### src/rtl/demux_pkg.sv
// Shared constants and lane state encoding for the 1-to-4 byte distributor.
package demux_pkg;

    localparam int unsigned DATA_W = 8;
    localparam int unsigned LANES  = 4;
    localparam int unsigned SEL_W  = 2;
    localparam int unsigned STAT_W = 16;

    typedef enum logic [1:0] {
        EMPTY = 2'd0,
        ONE   = 2'd1,
        TWO   = 2'd2
    } lane_state_e;

    // Saturating increment for the per-lane delivery counters.
    function automatic logic [STAT_W-1:0] sat_inc(input logic [STAT_W-1:0] v);
        return (v == {STAT_W{1'b1}}) ? v : v + STAT_W'(1);
    endfunction

endpackage

### src/rtl/demux_lane_buf.sv
// One output lane: 2-entry FIFO with head/tail registers and optional delivery counter.
// Counter built only when DEMUX_STATS_EN is defined.
module demux_lane_buf
    import demux_pkg::*;
#(
    parameter int unsigned WIDTH = DATA_W
) (
    input  logic              clock,
    input  logic              reset,
    input  logic              push,
    input  logic [WIDTH-1:0]  push_data,
    output logic              full,
    output logic              out_valid,
    input  logic              out_ready,
    output logic [WIDTH-1:0]  out_data,
    output logic [STAT_W-1:0] stat_count
);

    lane_state_e      state_q, state_d;
    logic [WIDTH-1:0] head_q, head_d;
    logic [WIDTH-1:0] tail_q, tail_d;
    logic             pop;

    assign pop       = (state_q != EMPTY) && out_ready;
    assign full      = (state_q == TWO);
    assign out_valid = (state_q != EMPTY);
    assign out_data  = head_q;

    // Head register is kept at zero while the lane is empty.
    always_comb begin
        state_d = state_q;
        head_d  = head_q;
        tail_d  = tail_q;
        case (state_q)
            EMPTY: begin
                if (push) begin
                    state_d = ONE;
                    head_d  = push_data;
                end
            end
            ONE: begin
                if (push && pop) begin
                    head_d = push_data;
                end else if (push) begin
                    state_d = TWO;
                    tail_d  = push_data;
                end else if (pop) begin
                    state_d = EMPTY;
                    head_d  = '0;
                end
            end
            TWO: begin
                if (pop) begin
                    state_d = ONE;
                    head_d  = tail_q;
                    tail_d  = '0;
                end
            end
            default: begin
                state_d = EMPTY;
                head_d  = '0;
                tail_d  = '0;
            end
        endcase
    end

    always_ff @(posedge clock) begin
        if (reset) begin
            state_q <= EMPTY;
            head_q  <= '0;
            tail_q  <= '0;
        end else begin
            state_q <= state_d;
            head_q  <= head_d;
            tail_q  <= tail_d;
        end
    end

`ifdef DEMUX_STATS_EN
    logic [STAT_W-1:0] count_q, count_d;

    always_comb begin
        count_d = count_q;
        if (pop) begin
            count_d = sat_inc(count_q);
        end
    end

    always_ff @(posedge clock) begin
        if (reset) begin
            count_q <= '0;
        end else begin
            count_q <= count_d;
        end
    end

    assign stat_count = count_q;
`else
    assign stat_count = '0;
`endif

endmodule

### src/rtl/demux1to4_8bit_buf.sv
// Registered 1-to-4 byte distributor: in_sel decode feeding four buffered lanes.
// Optional per-lane delivery counters via DEMUX_STATS_EN.
module demux1to4_8bit_buf
    import demux_pkg::*;
#(
    parameter int unsigned WIDTH = DATA_W
) (
    input  logic              clock,
    input  logic              reset,
    input  logic              in_valid,
    output logic              in_ready,
    input  logic [WIDTH-1:0]  in_data,
    input  logic [SEL_W-1:0]  in_sel,
    output logic [LANES-1:0]  out_valid,
    input  logic [LANES-1:0]  out_ready,
    output logic [WIDTH-1:0]  out_data0,
    output logic [WIDTH-1:0]  out_data1,
    output logic [WIDTH-1:0]  out_data2,
    output logic [WIDTH-1:0]  out_data3,
    output logic [STAT_W-1:0] stat_count0,
    output logic [STAT_W-1:0] stat_count1,
    output logic [STAT_W-1:0] stat_count2,
    output logic [STAT_W-1:0] stat_count3
);

    logic [LANES-1:0]  lane_full;
    logic [LANES-1:0]  lane_push;
    logic [WIDTH-1:0]  lane_data  [LANES];
    logic [STAT_W-1:0] lane_count [LANES];

    // Ready depends only on registered fullness of the selected lane.
    assign in_ready = ~lane_full[in_sel];

    for (genvar k = 0; k < LANES; k++) begin : g_lane
        assign lane_push[k] = in_valid && in_ready && (in_sel == SEL_W'(k));

        demux_lane_buf #(.WIDTH(WIDTH)) u_lane (
            .clock      (clock),
            .reset      (reset),
            .push       (lane_push[k]),
            .push_data  (in_data),
            .full       (lane_full[k]),
            .out_valid  (out_valid[k]),
            .out_ready  (out_ready[k]),
            .out_data   (lane_data[k]),
            .stat_count (lane_count[k])
        );
    end

    assign out_data0   = lane_data[0];
    assign out_data1   = lane_data[1];
    assign out_data2   = lane_data[2];
    assign out_data3   = lane_data[3];
    assign stat_count0 = lane_count[0];
    assign stat_count1 = lane_count[1];
    assign stat_count2 = lane_count[2];
    assign stat_count3 = lane_count[3];

endmodule

### config.mk
export PLATFORM = sky130hd
export DESIGN_NAME = demux1to4_8bit_buf
export DESIGN_NICKNAME = d
export VERILOG_FILES = /design/src/rtl/demux_pkg.sv /design/src/rtl/demux_lane_buf.sv /design/src/rtl/demux1to4_8bit_buf.sv
export SDC_FILE = /design/constraint.sdc
export NUM_CORES = 1
export LEC_CHECK = 0
export CAP_MARGIN = 20
export CORE_UTILIZATION = 35
export DETAILED_ROUTE_END_ITERATION = 12
export GPL_TIMING_DRIVEN = 0
export PLACE_DENSITY = 0.67
export SKIP_CTS_REPAIR_TIMING = 1
export SYNTH_ARGS = -nofsm -noshare
export SYNTH_HDL_FRONTEND = slang
export SYNTH_HIERARCHICAL = 1
export SYNTH_SLANG_ARGS = --single-unit
### constraint.sdc
create_clock -name clock -period 4 [get_ports clock]
set_clock_uncertainty 0.15 [all_clocks]
set_input_delay 1.2 -clock clock [delete_from_list [all_inputs] [get_ports clock]]
set_output_delay 1.2 -clock clock [all_outputs]
set_load 0.005 [all_outputs]
==> flow_summary.yaml <==
die:
  die-width_microns: 117.6
  fp.dieH_microns: 117.6
  ioPinCount: 118
  core_sq_um: 12820
  die_area_sq_um: 13830
  start_util: 0.3648
  fp-row-count: 41
setup_path:
  cp.arrival_ns: 2.45
  critical_path_required_ns: 2.65
  reg2reg_slack_ns: 1.43
  max_stage_delay_ns: 0.52
  crit_path_start_kind: "input port"
  critPathTopFamily: "buffers and inverters"
  criticalPathCategory: "in2out"
  slowest_stage: "mux4_2"
  path_buf_inv: 3
  path_cells: "dlymetal6s2s_1 > mux4_2 > inv_1 > clkdlybuf4s50_1"
  end_kind: "output port"
  regToRegStartpoint: "g_lane[1].u_lane/state_q[0]$_SDFFE_PP0P_"
  crit_path_start: "in_sel[0]"
  crit_fanout: 4
sta:
  fin_crit_sh: 0.9489
  hold_violations: 0
  fin_ws_ns: 0.2043
  drv_slew: 0
  setup_viol: 0
  maxClockFrequency_mhz: 263.5
  rsz0062_at_grt: "false"
  period_minus_slack_ns: 3.796
  worst_pin_slew_ns: 0.6532
  max_slew_margin: 0.5632
synthesis:
  synth_flop_cell: "dfxtp_1"
  avgSynthCellArea_sq_um: 8.080
  synthCells: 579
  async_flop_share: 0
  yosys-top-cells-area: "dfxtp_1, buf_4, mux2i_1"
  yosysSeqAreaShare: 0.3081
  ys_seq_elements: 72
  synth-edff-count: 0
  synth_cell_types: 32
  yosysTopAreaCellShare: 0.3081
  synth.cell_area_sq_um: 4678
  ys_warn_count: 6
  synth.largest_area_cell: "dfxtp_1"
run:
  maxCapViolCount: 0
hold_path:
  hold_class: "reg2reg"
  holdCritStartpoint: "g_lane[1].u_lane/out_data[6]$_SDFFE_PP0P_"
power:
  p_switching_mw: 0.4737
  power_leakage_nw: 2.471
  pwr-share-seq: 0.410
  p_clk_frac: 0.433
  max-vdd-ir-drop_mv: 0.2547
  internal-power_mw: 1.355
  pwr-share-comb: 0.157
  p_total_mw: 1.829
  powerDensity_nw_per_um2: 310.4
  power_switching_share: 0.2590
placed_design:
  port_buffers: 48
  dp_hpwl_mm: 8.804
  dpl.cell_count: 859
  gp_congestion: 0.8752
  dp_slack_ns: -0.1773
drt:
  via_per_inst: 4.902
  antenna_left: 0
  firstDrtPassIters: 5
  drt_iter0_drc: 237
  via_count: 4289
  drc: 0
  wl_per_cell_microns: 13.97
  drt-total-wl_mm: 12.22
global_route:
  grtUsageTotal: 0.1802
  antenna_found_initial: 0
  grt_overflow_total: 0
  grt_max_degree: 13
  first_global_vias: 4018
  grt_pass1_wl_mm: 20.14
clock_network:
  cts_buffer_depth: 2
  h-tree-depth: 3
  clk-insertion-delay-late_ns: 0.34
  numCtsBuffers: 9
  clk_pin_slew_worst_paths_ns: 0.06
  numClockSinks: 72
  cts_tree: "built"
  cts_root_buffer: "clkbuf_16"
outcome:
  status: "finished clean"
finish:
  drive_gt1_frac: 0.1807
  syn_to_final_growth_pct: 25.97
  fin_nets: 715
  final_cells: 875
  fillers: 1280
  antennaDiodeCount: 0
[cell usage after synthesis (10+ instances only)]
cell type	n
a21oi_1	66
and2_1	34
mux2i_1	36
nor2_1	42
nor2b_1	18
nand3_1	30
buf_4	70
dfxtp_1	72
nand2_1	33
buf_2	24
buf_6	10
and3_1	26
a311oi_1	28
nand3b_1	28
[routing by layer]
layer,GRT usage,vias up,share of wire
met5,0,-,0
met3,0.04167,11,0.063
met1,0.2422,1976,0.47
met2,0.2827,159,0.45
met4,0.05929,0,0.014
li1,-,2143,-
[final cells by class]
cell class,count,area [sq um],area share
Sequential cell,72,1441,0.2446
Inverter,3,11.26,0.001911
Multi-Input combinational cell,452,2663,0.4518
Buffer,112,788.3,0.1338
Timing Repair Buffer,48,485.5,0.08238
Tap cell,172,215.2,0.03652
Clock buffer,10,229.0,0.03885
Clock inverter,6,60.06,0.01019
[worst reg2reg max path, cell delays in order (launching register included)]
cell and delay, ns:
dfxtp_1 0.36, buf_2 0.22, and2b_1 0.27, nor3_1 0.52
buf_6 0.22, nor2b_1 0.14, o22a_1 0.17, buf_6 0.16
mux2i_1 0.20, nor2_1 0.05
[logic make-up (layout without fill, tap and decap cells)]
| logic type | count (synthesis) | count (layout) | synth area share |
|---|---|---|---|
| buffers and inverters | 115 | 179 | 0.1709 |
| other | 4 | 64 | 0.003208 |
| flip-flops | 72 | 72 | 0.3081 |
| AND/OR/NAND/NOR | 237 | 237 | 0.2824 |
| AO/OA/AOI/OAI | 114 | 114 | 0.1535 |
| multiplexers | 37 | 37 | 0.08184 |
[layout by cell type (no fill, tap or decap), types with 6 or more instances in the layout]
cell,Yosys,final
nand2_1,33,33
a21oi_1,66,66
buf_4,70,70
nor2_1,42,42
a31oi_1,6,6
and2_1,34,34
nand3b_1,28,28
nor2b_1,18,18
mux2i_1,36,36
clkbuf_16,0,9
a311oi_1,28,28
conb_1,4,64
and3_1,26,26
clkdlybuf4s50_1,0,46
dfxtp_1,72,72
nand3_1,30,30
o22a_1,8,8
buf_2,24,24
buf_6,10,10
[flip-flops by register name, indices dropped and copies added (netlist names)]
register                cells
g_lane.u_lane/state_q       8
g_lane.u_lane/out_data     32
g_lane.u_lane/tail_q       32
[path summary, 6_finish.rpt]
kind / end / cells after the start
min reg2reg: g_lane[1].u_lane/out_data[6]$_SDFFE_PP0P_ / 2
min: g_lane[1].u_lane/out_data[6]$_SDFFE_PP0P_ / 2
max reg2reg: g_lane[1].u_lane/tail_q[2]$_SDFFE_PP0P_ / 9
max: in_ready / 4
[power by group through the flow]
stage                     Combinational (mW)  Sequential (mW)  Clock (mW)
after floorplan                        0.185            0.765           0
after global placement                 0.278            0.766           0
after detailed placement               0.283            0.766           0
after CTS                              0.284            0.751       0.808
after global routing                   0.315            0.753       0.840
final                                  0.287            0.751       0.791
[through the flow]
step                      hold slack [ns]  instance area [sq um]  utilization  TNS, ns
final                              0.3174                   5893       0.4595        0
after global routing               0.3408                   5893       0.4595        0
after CTS                          0.3219                   5888       0.4591  -0.1882
after detailed placement           0.3127                   5599       0.4366  -0.1773
after global placement             0.3101                   5599       0.4366  -0.1547
after floorplan                    0.3068                   4903            -        0
Note: power is estimated with default switching activity, not from simulation.
